**src/rtl/counter3_sched_pkg.sv**
```systemverilog
// Shared types and constants for the counter3 sequencer/arbiter.
package counter3_sched_pkg;

  localparam int unsigned CNT_W_DEF = 3;

  localparam logic STEP1 = 1'b0;
  localparam logic STEP2 = 1'b1;

  typedef enum logic [2:0] {
    ST_IDLE,
    ST_GRANT,
    ST_RUN,
    ST_DONE,
    ST_ERR
  } state_t;

endpackage

```
**src/rtl/counter3_sched_arb.sv**
```systemverilog
// Two-requester arbiter. Define COUNTER3_SCHED_RR_EN for round-robin
// (pointer prefers the requester not most recently granted); otherwise
// fixed priority with requester 0 first.
module counter3_sched_arb (
  input  logic [1:0] elig_i,
  input  logic       ptr_i,
  input  logic       stb_i,
  output logic [1:0] win_o
);

`ifdef COUNTER3_SCHED_RR_EN
  // Round-robin pick: only a tie consults the pointer.
  always_comb begin
    win_o = '0;
    if (stb_i) begin
      if (elig_i == 2'b11) begin
        win_o = ptr_i ? 2'b10 : 2'b01;
      end else begin
        win_o = elig_i;
      end
    end
  end
`else
  logic unused_ptr;
  assign unused_ptr = ptr_i;

  // Fixed priority pick: requester 0 wins whenever eligible.
  always_comb begin
    win_o = '0;
    if (stb_i) begin
      if (elig_i[0]) begin
        win_o = 2'b01;
      end else if (elig_i[1]) begin
        win_o = 2'b10;
      end
    end
  end
`endif

endmodule

```
**src/rtl/counter3_sched.sv**
```systemverilog
// Sequencer and two-requester arbiter for the shared counter3. Grants one
// requester, rejects step-2 targets of odd distance, enables the counter
// until it reaches the target, then pulses done or err.
// Optional feature: COUNTER3_SCHED_RR_EN selects round-robin arbitration.
module counter3_sched
  import counter3_sched_pkg::*;
#(
  parameter int unsigned CNT_W = CNT_W_DEF
) (
  input  logic             Clk,
  input  logic             Reset,
  input  logic [1:0]       req,
  input  logic [1:0]       by2,
  input  logic [CNT_W-1:0] target0,
  input  logic [CNT_W-1:0] target1,
  input  logic [CNT_W-1:0] cnt_in,
  output logic [1:0]       gnt,
  output logic             done,
  output logic             err,
  output logic             nE,
  output logic             cntby2
);

  state_t           state_q, state_d;
  logic [1:0]       gnt_q, gnt_d;
  logic [CNT_W-1:0] tgt_q, tgt_d;
  logic             step_q, step_d;
  logic [1:0]       served_q, served_d;
  logic             ptr;
  logic [1:0]       elig;
  logic [1:0]       win;
  logic             stb;
  logic             at_tgt;

  assign elig   = req & ~served_q;
  assign stb    = (state_q == ST_IDLE) && (elig != 2'b00);
  assign at_tgt = (cnt_in == tgt_q);

  counter3_sched_arb u_arb (
    .elig_i (elig),
    .ptr_i  (ptr),
    .stb_i  (stb),
    .win_o  (win)
  );

`ifdef COUNTER3_SCHED_RR_EN
  logic ptr_q;
  assign ptr = ptr_q;

  // Pointer moves to the other requester after every grant.
  always_ff @(posedge Clk or posedge Reset) begin
    if (Reset) begin
      ptr_q <= 1'b0;
    end else if (stb) begin
      ptr_q <= win[0];
    end
  end
`else
  assign ptr = 1'b0;
`endif

  // Next-state, grant latching and served bookkeeping.
  always_comb begin
    state_d  = state_q;
    gnt_d    = gnt_q;
    tgt_d    = tgt_q;
    step_d   = step_q;
    served_d = served_q & req;
    case (state_q)
      ST_IDLE: begin
        if (stb) begin
          state_d = ST_GRANT;
          gnt_d   = win;
          tgt_d   = win[1] ? target1 : target0;
          step_d  = win[1] ? by2[1] : by2[0];
        end
      end
      ST_GRANT: begin
        // Distance parity equals the XOR of the LSBs (modulus is even).
        if ((step_q == STEP2) && (tgt_q[0] ^ cnt_in[0])) begin
          state_d = ST_ERR;
        end else begin
          state_d = ST_RUN;
        end
      end
      ST_RUN: begin
        if (at_tgt) begin
          state_d = ST_DONE;
        end
      end
      ST_DONE, ST_ERR: begin
        state_d  = ST_IDLE;
        gnt_d    = '0;
        served_d = (served_q | gnt_q) & req;
      end
      default: begin
        state_d = ST_IDLE;
        gnt_d   = '0;
      end
    endcase
  end

  // State registers.
  always_ff @(posedge Clk or posedge Reset) begin
    if (Reset) begin
      state_q  <= ST_IDLE;
      gnt_q    <= '0;
      tgt_q    <= '0;
      step_q   <= STEP1;
      served_q <= '0;
    end else begin
      state_q  <= state_d;
      gnt_q    <= gnt_d;
      tgt_q    <= tgt_d;
      step_q   <= step_d;
      served_q <= served_d;
    end
  end

  // Outputs; nE in RUN follows the live counter value.
  always_comb begin
    gnt    = gnt_q;
    done   = (state_q == ST_DONE);
    err    = (state_q == ST_ERR);
    nE     = (state_q == ST_RUN) ? at_tgt : 1'b1;
    cntby2 = ((state_q == ST_GRANT) || (state_q == ST_RUN)) ? step_q : STEP1;
  end

endmodule

```
**config.mk**
```make
export PLATFORM = sky130hd
export DESIGN_NAME = counter3_sched
export DESIGN_NICKNAME = d
export VERILOG_FILES = /design/src/rtl/counter3_sched_pkg.sv /design/src/rtl/counter3_sched_arb.sv /design/src/rtl/counter3_sched.sv
export SDC_FILE = /design/constraint.sdc
export NUM_CORES = 1
export LEC_CHECK = 0
export CAP_MARGIN = 20
export CORE_AREA = 2 2 41 43
export CTS_CLUSTER_SIZE = 30
export DETAILED_ROUTE_END_ITERATION = 8
export DIE_AREA = 0 0 43 45
export PLACE_DENSITY = 0.78
export REMOVE_ABC_BUFFERS = 1
export SLEW_MARGIN = 0
export SYNTH_ARGS = -nofsm -noshare
export SYNTH_HDL_FRONTEND = slang
export SYNTH_HIERARCHICAL = 1
export SYNTH_SLANG_ARGS = --single-unit
```
**constraint.sdc**
```tcl
create_clock -name Clk -period 3.5 [get_ports Clk]
set_input_delay 0.35 -clock Clk [delete_from_list [all_inputs] [get_ports Clk]]
set_output_delay 0.35 -clock Clk [all_outputs]
set_load 0.02 [all_outputs]
```
After elaboration in Yosys (flattened, before gate mapping) --
Index checks and enable logic that the tools add are counted.
Word-level totals: input bits 15, logic and storage cells 43, output and inout bits 6, register bits 11
Cells by class: bitwise logic cells 7, equality and inequality tests 7, multiplexer cells 14, reductions and logical operators 10
Operators by type and width (count):
- 3-bit two-way mux | 4
- 2-bit two-way mux | 5
- 3-bit one-hot mux with 3 select lines | 1
- 2-bit AND | 3
- 3-bit by 2-bit == test with 1-bit output, second input constant | 2
- 2-bit AND reduction | 3
- 2-bit != test, second input constant | 2
- 2-bit one-hot mux with 2 select lines | 1
- 2-bit OR reduction | 2
- 3-bit by 1-bit == test with 1-bit output, second input constant | 1
- 3-bit == test | 1
- 3-bit == test, second input constant | 1
- 3-bit logical NOT | 1
- 1-bit two-way mux | 3
- 1-bit logical AND | 2
- 2-bit NOT | 1
- 2-bit OR | 1
- 2-bit nonzero test | 1
- 1-bit logical OR | 1
- 1-bit NOT | 1
- 1-bit XOR | 1

Logic depth before layout (Yosys ltp) --
Gate-level depths: netlist (run 1).
depth in word-level cells 7, gate-level depth with buffers 6, gate-level depth less buffers 6

Cells and area by module --
The synthesis (run 1) kept the hierarchy.
Modules (own cells, without submodules):
- counter3_sched | seq. area each 275.3 um^2, times used 1, area each 656.9 um^2, cells each 67
- counter3_sched_arb | seq. area each 0.0 um^2, times used 1, area each 16.3 um^2, cells each 2

Worst setup path before layout (run 1) --
No wires, ideal clock.
kind reg-to-reg, start point register served_q[1], end point register tgt_q[0], setup slack 1.457 ns, cell stages (with the launch flop) 6, path buffers 0, data arrival time 1.919 ns, cell sequence dfrtp_1 > nand2b_1 > a2111oi_4 > and3b_1 > mux2_2 > mux2_2
Between the ends: longest elaborated chain between the ends 6
Ends and longest elaborated chain:
- start, declared | line counter3_sched.sv:28 | logic [1:0] served_q, served_d;
- start signal, assigned | line counter3_sched.sv:116 | served_q <= served_d;
- 2-bit NOT | line counter3_sched.sv:35 | assign elig = req & ~served_q;
- 2-bit AND | line counter3_sched.sv:35
- 2-bit nonzero test | line counter3_sched.sv:36 | assign stb = (state_q == ST_IDLE) && (elig != 2'b00);
- 1-bit logical AND | line counter3_sched.sv:36
- via stb | line counter3_sched.sv:32 | logic stb;
- 2-bit two-way mux | line counter3_sched_arb.sv:30 | if (stb_i) begin
- via win[1] | line counter3_sched.sv:31 | logic [1:0] win;
- 3-bit two-way mux | line counter3_sched.sv:74 | tgt_d = win[1] ? target1 : target0;
- end signal, assigned | line counter3_sched.sv:114 | tgt_q <= tgt_d;
- end, declared | line counter3_sched.sv:26 | logic [CNT_W-1:0] tgt_q, tgt_d;
The timed path passes the listed nets, and every way through them passes these cells. A chain may end at the register's enable or synchronous reset.

Final worst setup path (run 1) --
start point input req[1], end point register tgt_q[0]
Between the ends: longest elaborated chain between the ends 5
Ends and longest elaborated chain:
- start, declared | line counter3_sched.sv:12 | input logic [1:0] req,
- 2-bit AND | line counter3_sched.sv:35
- 2-bit nonzero test | line counter3_sched.sv:36
- 1-bit logical AND | line counter3_sched.sv:36
- via stb | line counter3_sched.sv:32
- 2-bit two-way mux | line counter3_sched_arb.sv:30
- via win[1] | line counter3_sched.sv:31
- 3-bit two-way mux | line counter3_sched.sv:74
The timed path passes the listed nets, and every way through them passes these cells.

==> results.md, run 1 <==
* Via/cell ratio at around 5.3
* WP data arrival at 2510 ps
* Final hold slack at ~360 ps
* Outcome: completed
* Reg2reg path depth at 5
* Fmax at 425 MHz
* Final setup violation count at 0
* H-tree lvl count at 1
* Slew Limit Fails at 0
* Clk buf depth at 2
* Int Pwr at just under 400 µW
* Layout cells sized above 1 at between 10% and 20%
* Post-route setup slack at around 1100 ps
* Ant diodes at 0
* Mapped Area at 669 µm²
* Worst Tran Pin Value at between 400 and 500 ps
* # resized after CTS at 0
* Final Cell Area at around 900 µm²
* Worst path slowest cell: a2111oi_4
* Worst Setup SP: req[1]
* Fill cells at ~130
* Setup Fix Bufs, Post-CTS at 0
* Post-route insts no fill at 105
* DR iter-0 viols at 12
* Worst Skew at 2.65 ps
* Yosys warnings at 6
* # IOs at 21
* Period utilisation layout at approximately two thirds
* Switching pwr at about 250 µW
* Post-route ant nets at 0
* Synth Instances at 68
* Req. time, crit path at between 3000 and 4000 ps
* CP max FO at 7
* Dpl ws at roughly 850 ps
* Gpl congestion at 0.763
* Minimum clock period at about 2400 ps
* CP endpoint kind: flop
* Total CTS buffers at 3
* Core ar. at 0.00147 mm²
* Core Util, Final at between 60 and 70%
* Starting Density at 45.5%
* # rows at 14
* Setup_tns at 0 ps
* Sequential share of power at 37.9%
* Placed instance area at 878 µm²
* Reg2reg start: served_q[1]
* RSZ-0062 raised after global routing: false
* Max IR drop VDD at roughly 370 µV
* Worst reg2reg setup slack at between 1000 and 1500 ps
* # DRC at 0
* Global route overflow at 0
* Storage cell area at 275 µm²
* Cts-stage hold buffer count at 0
* Max_cap viols at 0
* Die width at 43 µm
* Hold Crit Class: in -> async
* Critical path type: in -> reg
* First-pass GRT wire length at around 2300 µm
* Startpoint class of the critical path: input port
* Clock group share of total power at 14.1%
* Routed len/inst at around 13 µm
* Die footprint at roughly 0.0019 mm²
* Chip height at 45 µm
* Hold Vio Cnt, Final at 0
* Power Density at approximately 700 mW/mm²
* Port bufs at 20
* Critical path's most frequent cell: mux2_2
* Clk Tree Root Cell: clkbuf_4
* Worst path cell trace: clkdlybuf4s50_1 -> nand2b_1 -> a2111oi_4 -> and3b_1 -> mux2_2 -> mux2_2
* Worst slew margin at between 60% and 70%
* Worst stage delay on the critical path at ~520 ps
* TritonRoute pass-1 iters at 4
* Multi-input gate area at 364 µm²
* Post-placement cell count at a little over 100
* Reg2Reg Capture Point: tgt_q[0]
* Tot Pwr at ~630 µW
* Clk Latency, worst-skew pair at 270 ps
* Largest net degree at the start of global routing at 12
* Initial antenna violation count at 0
* Routed WL at ~1300 µm
* TritonCTS clock tree: yes
* Sw frac at between 30% and 40%
* Gr usage total at approximately 16%
* Vias in the first global route at ~530
* Final nets at approximately 110
* Syn-to-layout area delta at 35.1%
* Logic gate share of total power at between 40% and 50%
* Clock sink count at 11
* Leak Pwr at between 0.3 and 0.4 nW
* Clk slew on worst S/H paths at ~70 ps
* Critical path capture point: tgt_q[0]
* DR vias at around 560
* Syn Area/Cell at around 10 µm²
## routing by layer
metal	vias up	wire length (µm)	GRT usage (%)	part of all wire [%]
met5	-	0	0	0
li1	278	-	-	-
met2	23	619	25.5	47
met1	254	582	20.2	44
met4	0	36	12.7	2.7
met3	4	76	2.40	5.8
## area by class of cell
type	instances	area share (%)
multi-input cells	49	40.2
flip-flops and latches	11	30.4
repair buffers	20	22.1
clock buffers	4	2.90
well taps	16	2.21
inverters	5	2.07
## cell usage in the layout (no fill, tap or decap)
| master | instances |
|---|---|
| nor3_1 | 1 |
| xor2_1 | 2 |
| nor3b_1 | 3 |
| a41o_2 | 1 |
| and3b_1 | 2 |
| dfrtp_1 | 11 |
| nand2b_1 | 3 |
| a21oi_1 | 2 |
| mux2_2 | 6 |
| nand2b_4 | 1 |
| xnor2_1 | 1 |
| nand2_1 | 6 |
| clkdlybuf4s50_1 | 20 |
| a2111oi_4 | 1 |
| nor2_1 | 3 |
| inv_1 | 5 |
| clkbuf_4 | 3 |
| a31oi_1 | 2 |
| clkbuf_1 | 1 |
| a21o_1 | 1 |
| nor2b_1 | 2 |
| nand4b_1 | 1 |
| mux2i_1 | 2 |
| o21ai_0 | 7 |
| and2_2 | 1 |
| nand4_1 | 1 |
## power groups by stage
stage               clock (mW)  combinational [mW]  sequential (mW)
CTS                     0.0927               0.310            0.240
floorplan                    0               0.200            0.240
finish                  0.0892               0.305            0.240
global route            0.0962               0.337            0.250
detailed placement           0               0.309            0.242
global placement             0               0.304            0.242
## worst max-delay path: cells and delay by family
family                 cells  cell delay, ps
buffers and inverters      1             500
muxes                      2             620
and+or+nand+nor            2             520
AOI/OAI and AO/OA          1             520
## flip-flops by register name (all words and copies together) (netlist names)
name,count
state_q,3
served_q,2
gnt,2
step_q,1
tgt_q,3
## worst min path at each step
stage / startpoint / end / depth (start not counted)
after CTS: Reset / tgt_q[1] / 2
final: Reset / tgt_q[1] / 2
after detailed placement: served_q[1] / served_q[1] / 2
after floorplan: Reset / gnt[0] / 1
after global placement: served_q[1] / served_q[1] / 2
after global routing: Reset / tgt_q[0] / 2
Note: power is estimated with default switching activity, not from simulation.
==> run 2, diff against run 1 <==
Settings changed: CORE_AREA 2 2 41 43 to 2 2 41 47, DIE_AREA 0 0 43 45 to 0 0 43 49, PLACE_DENSITY 0.78 to 0.72.
Clock period 3.5 ns to 2.42 ns, I/O delays scaled along.
==> run 2 against run 1 <==
First-iteration DRC count shrank 8.3%. Critical path depth shrank 2. Critical path type is now reg -> out. Clock skew is 4.4 ps higher. Global-route usage fell by 0.79 points. Total power increased by 49%. Largest power group unchanged. Largest cell class unchanged. Design area rose by 1.1%. Sequential share of layout area down 0.33 points. Non-clock buffer count up 1. Via count is 4.3% higher.
==> results.md, run 2 (synthesis results as in run 1) <==
* Outcome: completed
* Clk Latency, worst-skew pair at roughly 290 ps
* Critical path type: reg -> out
* Fill cells at ~170
* First-pass GRT wire length at approximately 2500 µm
* Clk buf depth at 2
* Critical path capture point: cntby2
* Worst Setup SP: state_q[1]
* Syn-to-layout area delta at 36.6%
* Hold Crit Class: in -> async
* Die footprint at 0.00211 mm²
* Minimum clock period at about 2000 ps
* Leak Pwr at between 0.3 and 0.4 nW
* Power Density at 1030 mW/mm²
* Placed instance area at 888 µm²
* Final nets at about 110
* WP data arrival at 1790 ps
* Post-route ant nets at 0
* Vias in the first global route at 605
* Layout cells sized above 1 at 15.6%
* Int Pwr at between 500 and 600 µW
* Gr usage total at 15.4%
* Req. time, crit path at between 2000 and 2500 ps
* Hold Vio Cnt, Final at 0
* Commonest non-fill, non-tap cell in the layout: clkdlybuf4s50_1
* Initial antenna violation count at 0
* Final Cell Area at 915 µm²
* RSZ-0062 raised after global routing: false
* Sw frac at around 40%
* Gpl congestion at just over 0.7
* Switching pwr at between 300 and 400 µW
* Clk slew on worst S/H paths at roughly 80 ps
* Post-route insts no fill at 108
* Reg2reg start: served_q[1]
* Largest net degree at the start of global routing at 12
* Routed WL at ~1400 µm
* # resized after CTS at 0
* # IOs at 21
* TritonCTS clock tree: yes
* Cts-stage hold buffer count at 0
* Total CTS buffers at 3
* Global route overflow at 0
* Core ar. at 0.00168 mm²
* CP endpoint kind: primary output
* Setup_tns at 0 ps
* Ant diodes at 0
* Starting Density at between 30 and 40%
* Clock sink count at 11
* Routed len/inst at approximately 13 µm
* Post-placement cell count at approximately 100
* Die width at ~43 µm
* Top Registers: state_q: 3 flops, tgt_q: 3 flops
* Worst slew margin at between 60% and 70%
* DR vias at 583
* CP max FO at 11
* Worst Skew at a little over 7 ps
* Commonest cells after routing, fill and taps aside: clkdlybuf4s50_1, dfrtp_1, o21ai_0
* # DRC at 0
* Reg2reg path depth at 5
* Reg2Reg Capture Point: tgt_q[2]
* Sequential share of power at roughly 37%
* Max IR drop VDD at ~530 µV
* Clock group share of total power at around 14%
* Worst Tran Pin Value at 460 ps
* Slew Limit Fails at 0
* Period utilisation layout at around 84%
* Via/cell ratio at approximately 5.4
* Port bufs at 20
* H-tree lvl count at 1
* Setup Fix Bufs, Post-CTS at 0
* Worst reg2reg setup slack at roughly 400 ps
* Clk Tree Root Cell: clkbuf_4
* # rows at 16
* Max_cap viols at 0
* Chip height at about 49 µm
* Final hold slack at roughly 250 ps
* Final setup violation count at 0
* TritonRoute pass-1 iters at 4
* Fmax at 491 MHz
* Logic gate share of total power at roughly half
* Hpwl dp at ~1100 µm
* Startpoint class of the critical path: flop
* DR iter-0 viols at 11
run 2: changes by cell type in the layout (fill, tap and decap cells not counted), sizes merged:
cell  change
buf       +1
run 2: critical path: stages (launching register included):
cell and delay (ps):
dfrtp_1 510, inv_1 140, nand2_1 80, a21oi_1 170
clkdlybuf4s50_1 620
run 2: power by group through the flow:
stage          clock, mW  combinational, mW  sequential, mW
2_1_floorplan          0              0.289           0.347
3_3_place_gp           0              0.453           0.350
3_5_place_dp           0              0.460           0.353
4_1_cts            0.142              0.463           0.349
5_1_grt            0.147              0.503           0.363
6_report           0.137              0.458           0.349
run 2: area by class of cell:
class	count	area, µm²	share of cell area, %
Sequential cell	11	275	30.1
Timing Repair Buffer	21	208	22.7
Inverter	5	18.8	2.05
Clock buffer	4	26.3	2.87
Tap cell	18	22.5	2.46
Multi-Input combinational cell	49	364	39.8
run 2: per-stage QoR:
| stage | utilization [%] | total power [mW] | setup slack, ps |
|---|---|---|---|
| 2_1_floorplan | - | 0.636 | 377 |
| 3_3_place_gp | 52.8 | 0.803 | 150 |
| 3_5_place_dp | 52.8 | 0.813 | 87.3 |
| 4_1_cts | 54.4 | 0.955 | 384 |
| 5_1_grt | 54.4 | 1.01 | 259 |
| 6_report | 54.4 | 0.945 | 384 |
run 2: worst min-delay path by stage:
stage	startpoint	to	slack, ps	cells after the start
2_1_floorplan	Reset	gnt[0]	90	1
3_3_place_gp	served_q[1]	served_q[1]	460	2
3_5_place_dp	served_q[1]	served_q[1]	480	2
4_1_cts	Reset	tgt_q[0]	270	2
5_1_grt	Reset	tgt_q[1]	320	2
6_report	Reset	tgt_q[0]	250	2
run 2: per-layer routing:
metal,global-route usage (%),part of all wire (%)
met5,0,0
met4,7.58,2.0
met3,3.33,7.4
met2,27.3,47
met1,17.1,43
==> run 3, diff against run 2 <==
Clock period 2.42 ns to 1.9 ns, I/O delays scaled along.
==> run 3 against run 2 <==
Sequential power increased by 18%. Utilization increased by 6.9 points. Non-clock buffer count grew 10. Critical path depth increased by 1. Routed wire length increased by 8.0%. Register-to-register slack worse by 390 ps. Global-route usage is 0.44 points higher. Critical path type is now reg -> reg. Critical endpoint is now tgt_q[2]. Largest power group unchanged.
==> results.md, run 3 (synthesis results as in run 1) <==
* Outcome: completed
* Commonest non-fill, non-tap cell in the layout: clkdlybuf4s50_1
* Cts-stage hold buffer count at 0
* Routed len/inst at 13.2 µm
* Tot Pwr at roughly 1.3 mW
* Worst path slowest cell: dfrtp_1
* Power Density at around 1300 mW/mm²
* Reg2reg path depth at 5
* DR iter-0 viols at 10
* Post-placement cell count at 112
* Via/cell ratio at approximately 5.2
* Worst path cell trace: nand2b_4 -> a2111oi_4 -> and3b_2 -> mux2_4 -> mux2_4
* Reg2reg start: served_q[0]
* Gr usage total at roughly 16%
* Sw frac at between 30 and 40%
* TritonCTS clock tree: yes
* Max IR drop VDD at a little under 700 µV
* Gpl congestion at 0.757
* Req. time, crit path at between 2000 and 2500 ps
* Reg2Reg Capture Point: tgt_q[2]
* Die width at 43 µm
* Startpoint class of the critical path: flop
* CP max FO at 5
* Kind of cell adding the most delay to the critical path: multiplexers
* Core ar. at between 0.0015 and 0.002 mm²
* Final nets at 116
* Post-route insts no fill at approximately 120
* Layout cells sized above 1 at between 20% and 30%
* Final setup violation count at 0
* Worst stage delay on the critical path at around 380 ps
* Vias in the first global route at 633
* Top sig layer: met4
* Leak Pwr at roughly 0.47 nW
* Dpl ws at -321 ps
* Chip height at 49 µm
* Slew Limit Fails at 0
* Worst slew margin at between 70% and 80%
* Metal3 WL at ~110 µm
* Worst reg2reg setup slack at roughly 12 ps
* Commonest cells after routing, fill and taps aside: clkdlybuf4s50_1, dfrtp_1, buf_4
* Met2 WL post-DR at roughly 830 µm
* Setup_tns at 0 ps
* Minimum clock period at about 1900 ps
* Int Pwr at about 800 µW
* DR vias at slightly above 600
* # rows at 16
* RSZ-0062 raised after global routing: true
* Clk Latency, worst-skew pair at roughly 270 ps
* Post-route setup slack at 12.1 ps
* Hold Crit Class: in -> async
* Core Util, Final at between 60% and 70%
* First-pass GRT wire length at around 2500 µm
* Critical path's most frequent cell: mux2_4
* Post-route ant nets at 0
* Port bufs at 20
* Worst Tran Pin Value at about 450 ps
* Initial antenna violation count at 0
* TritonRoute pass-1 iters at 4
* Period utilisation layout at ~99%
* Clock group share of total power at 12.2%
* Largest net degree at the start of global routing at 12
* WP data arrival at ~2100 ps
* Ant diodes at 0
* Starting Density at 39.8%
* Fmax at between 500 and 600 MHz
* Routed metal-1 wirelength at 591 µm
* # DRC at 0
* Routed WL at about 1600 µm
* Clk Tree Root Cell: clkbuf_4
* Hold Vio Cnt, Final at 0
* CP endpoint kind: flop
* Clk slew on worst S/H paths at 70 ps
* Top Registers: state_q: 3 flops, tgt_q: 3 flops
* H-tree lvl count at 1
* Die footprint at between 0.002 and 0.0025 mm²
* Global route overflow at 0
* Worst Skew at roughly 1.5 ps
* Clk buf depth at 2
* Clock sink count at 11
* Sequential share of power at between 30% and 40%
* # IOs at 21
* Worst Setup SP: served_q[0]
* Switching pwr at between 500 and 600 µW
* Logic gate share of total power at a little under three fifths
* Buffer and inverter count on the worst path at 0
* Critical path type: reg -> reg
* Syn-to-layout area delta at 54.0%
* Hpwl dp at 1150 µm
* Total CTS buffers at 3
* Max_cap viols at 0
[run 3: changes by cell type in the layout (fill, tap and decap cells not counted)]
| cell | previous run | this run |
|---|---|---|
| buf_6 | 0 | 1 |
| nor3b_2 | 0 | 2 |
| o21ai_1 | 0 | 1 |
| mux2_4 | 0 | 6 |
| dlygate4sd2_1 | 0 | 3 |
| and3b_1 | 2 | 1 |
| clkdlybuf4s50_1 | 20 | 17 |
| nor3b_1 | 3 | 1 |
| buf_4 | 1 | 10 |
| and3b_2 | 0 | 1 |
| nand2b_1 | 3 | 2 |
| mux2_2 | 6 | 0 |
| o21ai_0 | 7 | 6 |
| nand2b_4 | 1 | 2 |
[run 3: per-layer routing]
| layer | up-vias | GRT usage (%) |
|---|---|---|
| li1 | 302 | - |
| met4 | 0 | 7.58 |
| met2 | 26 | 28.8 |
| met3 | 4 | 2.96 |
| met5 | - | 0 |
| met1 | 281 | 17.2 |
[run 3: power by group through the flow]
stage               Combinational [mW]  Sequential [mW]  Clock [mW]
floorplan                        0.368            0.442           0
global placement                 0.677            0.405           0
detailed placement               0.691            0.410           0
CTS                              0.697            0.409       0.168
global route                     0.813            0.423       0.182
finish                           0.752            0.411       0.161
[run 3: repair_timing]
action                                 in CTS  in global routing
endpoints found under the hold margin       0                  0
pin swaps                                   2                  3
resized for setup                           5                 10
setup buffers                               2                  1
setup endpoints to repair                   6                  4
[run 3: cell type report]
| type | count | area, µm² |
|---|---|---|
| Fill cell | 165 | 651 |
| Multi-Input combinational cell | 49 | 405 |
| Timing Repair Buffer | 31 | 283 |
| Sequential cell | 11 | 275 |
| Clock buffer | 4 | 26.3 |
| Tap cell | 18 | 22.5 |
| Inverter | 5 | 18.8 |
[run 3: how the worst max path moves through the flow]
| stage | depth (start not counted) | slack (ps) | end |
|---|---|---|---|
| 2_1_floorplan | 5 | -140 | tgt_q[0] |
| 3_3_place_gp | 6 | -260 | tgt_q[0] |
| 3_5_place_dp | 6 | -320 | tgt_q[1] |
| 4_1_cts | 5 | -2 | tgt_q[1] |
| 5_1_grt | 5 | -50 | tgt_q[1] |
| 6_report | 5 | 10 | tgt_q[2] |
[run 3: per-stage QoR]
| stage | hold WS, ps | instance area [µm²] |
|---|---|---|
| finish | 221 | 1030 |
| global route | 270 | 1030 |
| CTS | 237 | 995 |
| detailed placement | 468 | 948 |
| global placement | 462 | 948 |
| floorplan | 42.4 | 658 |
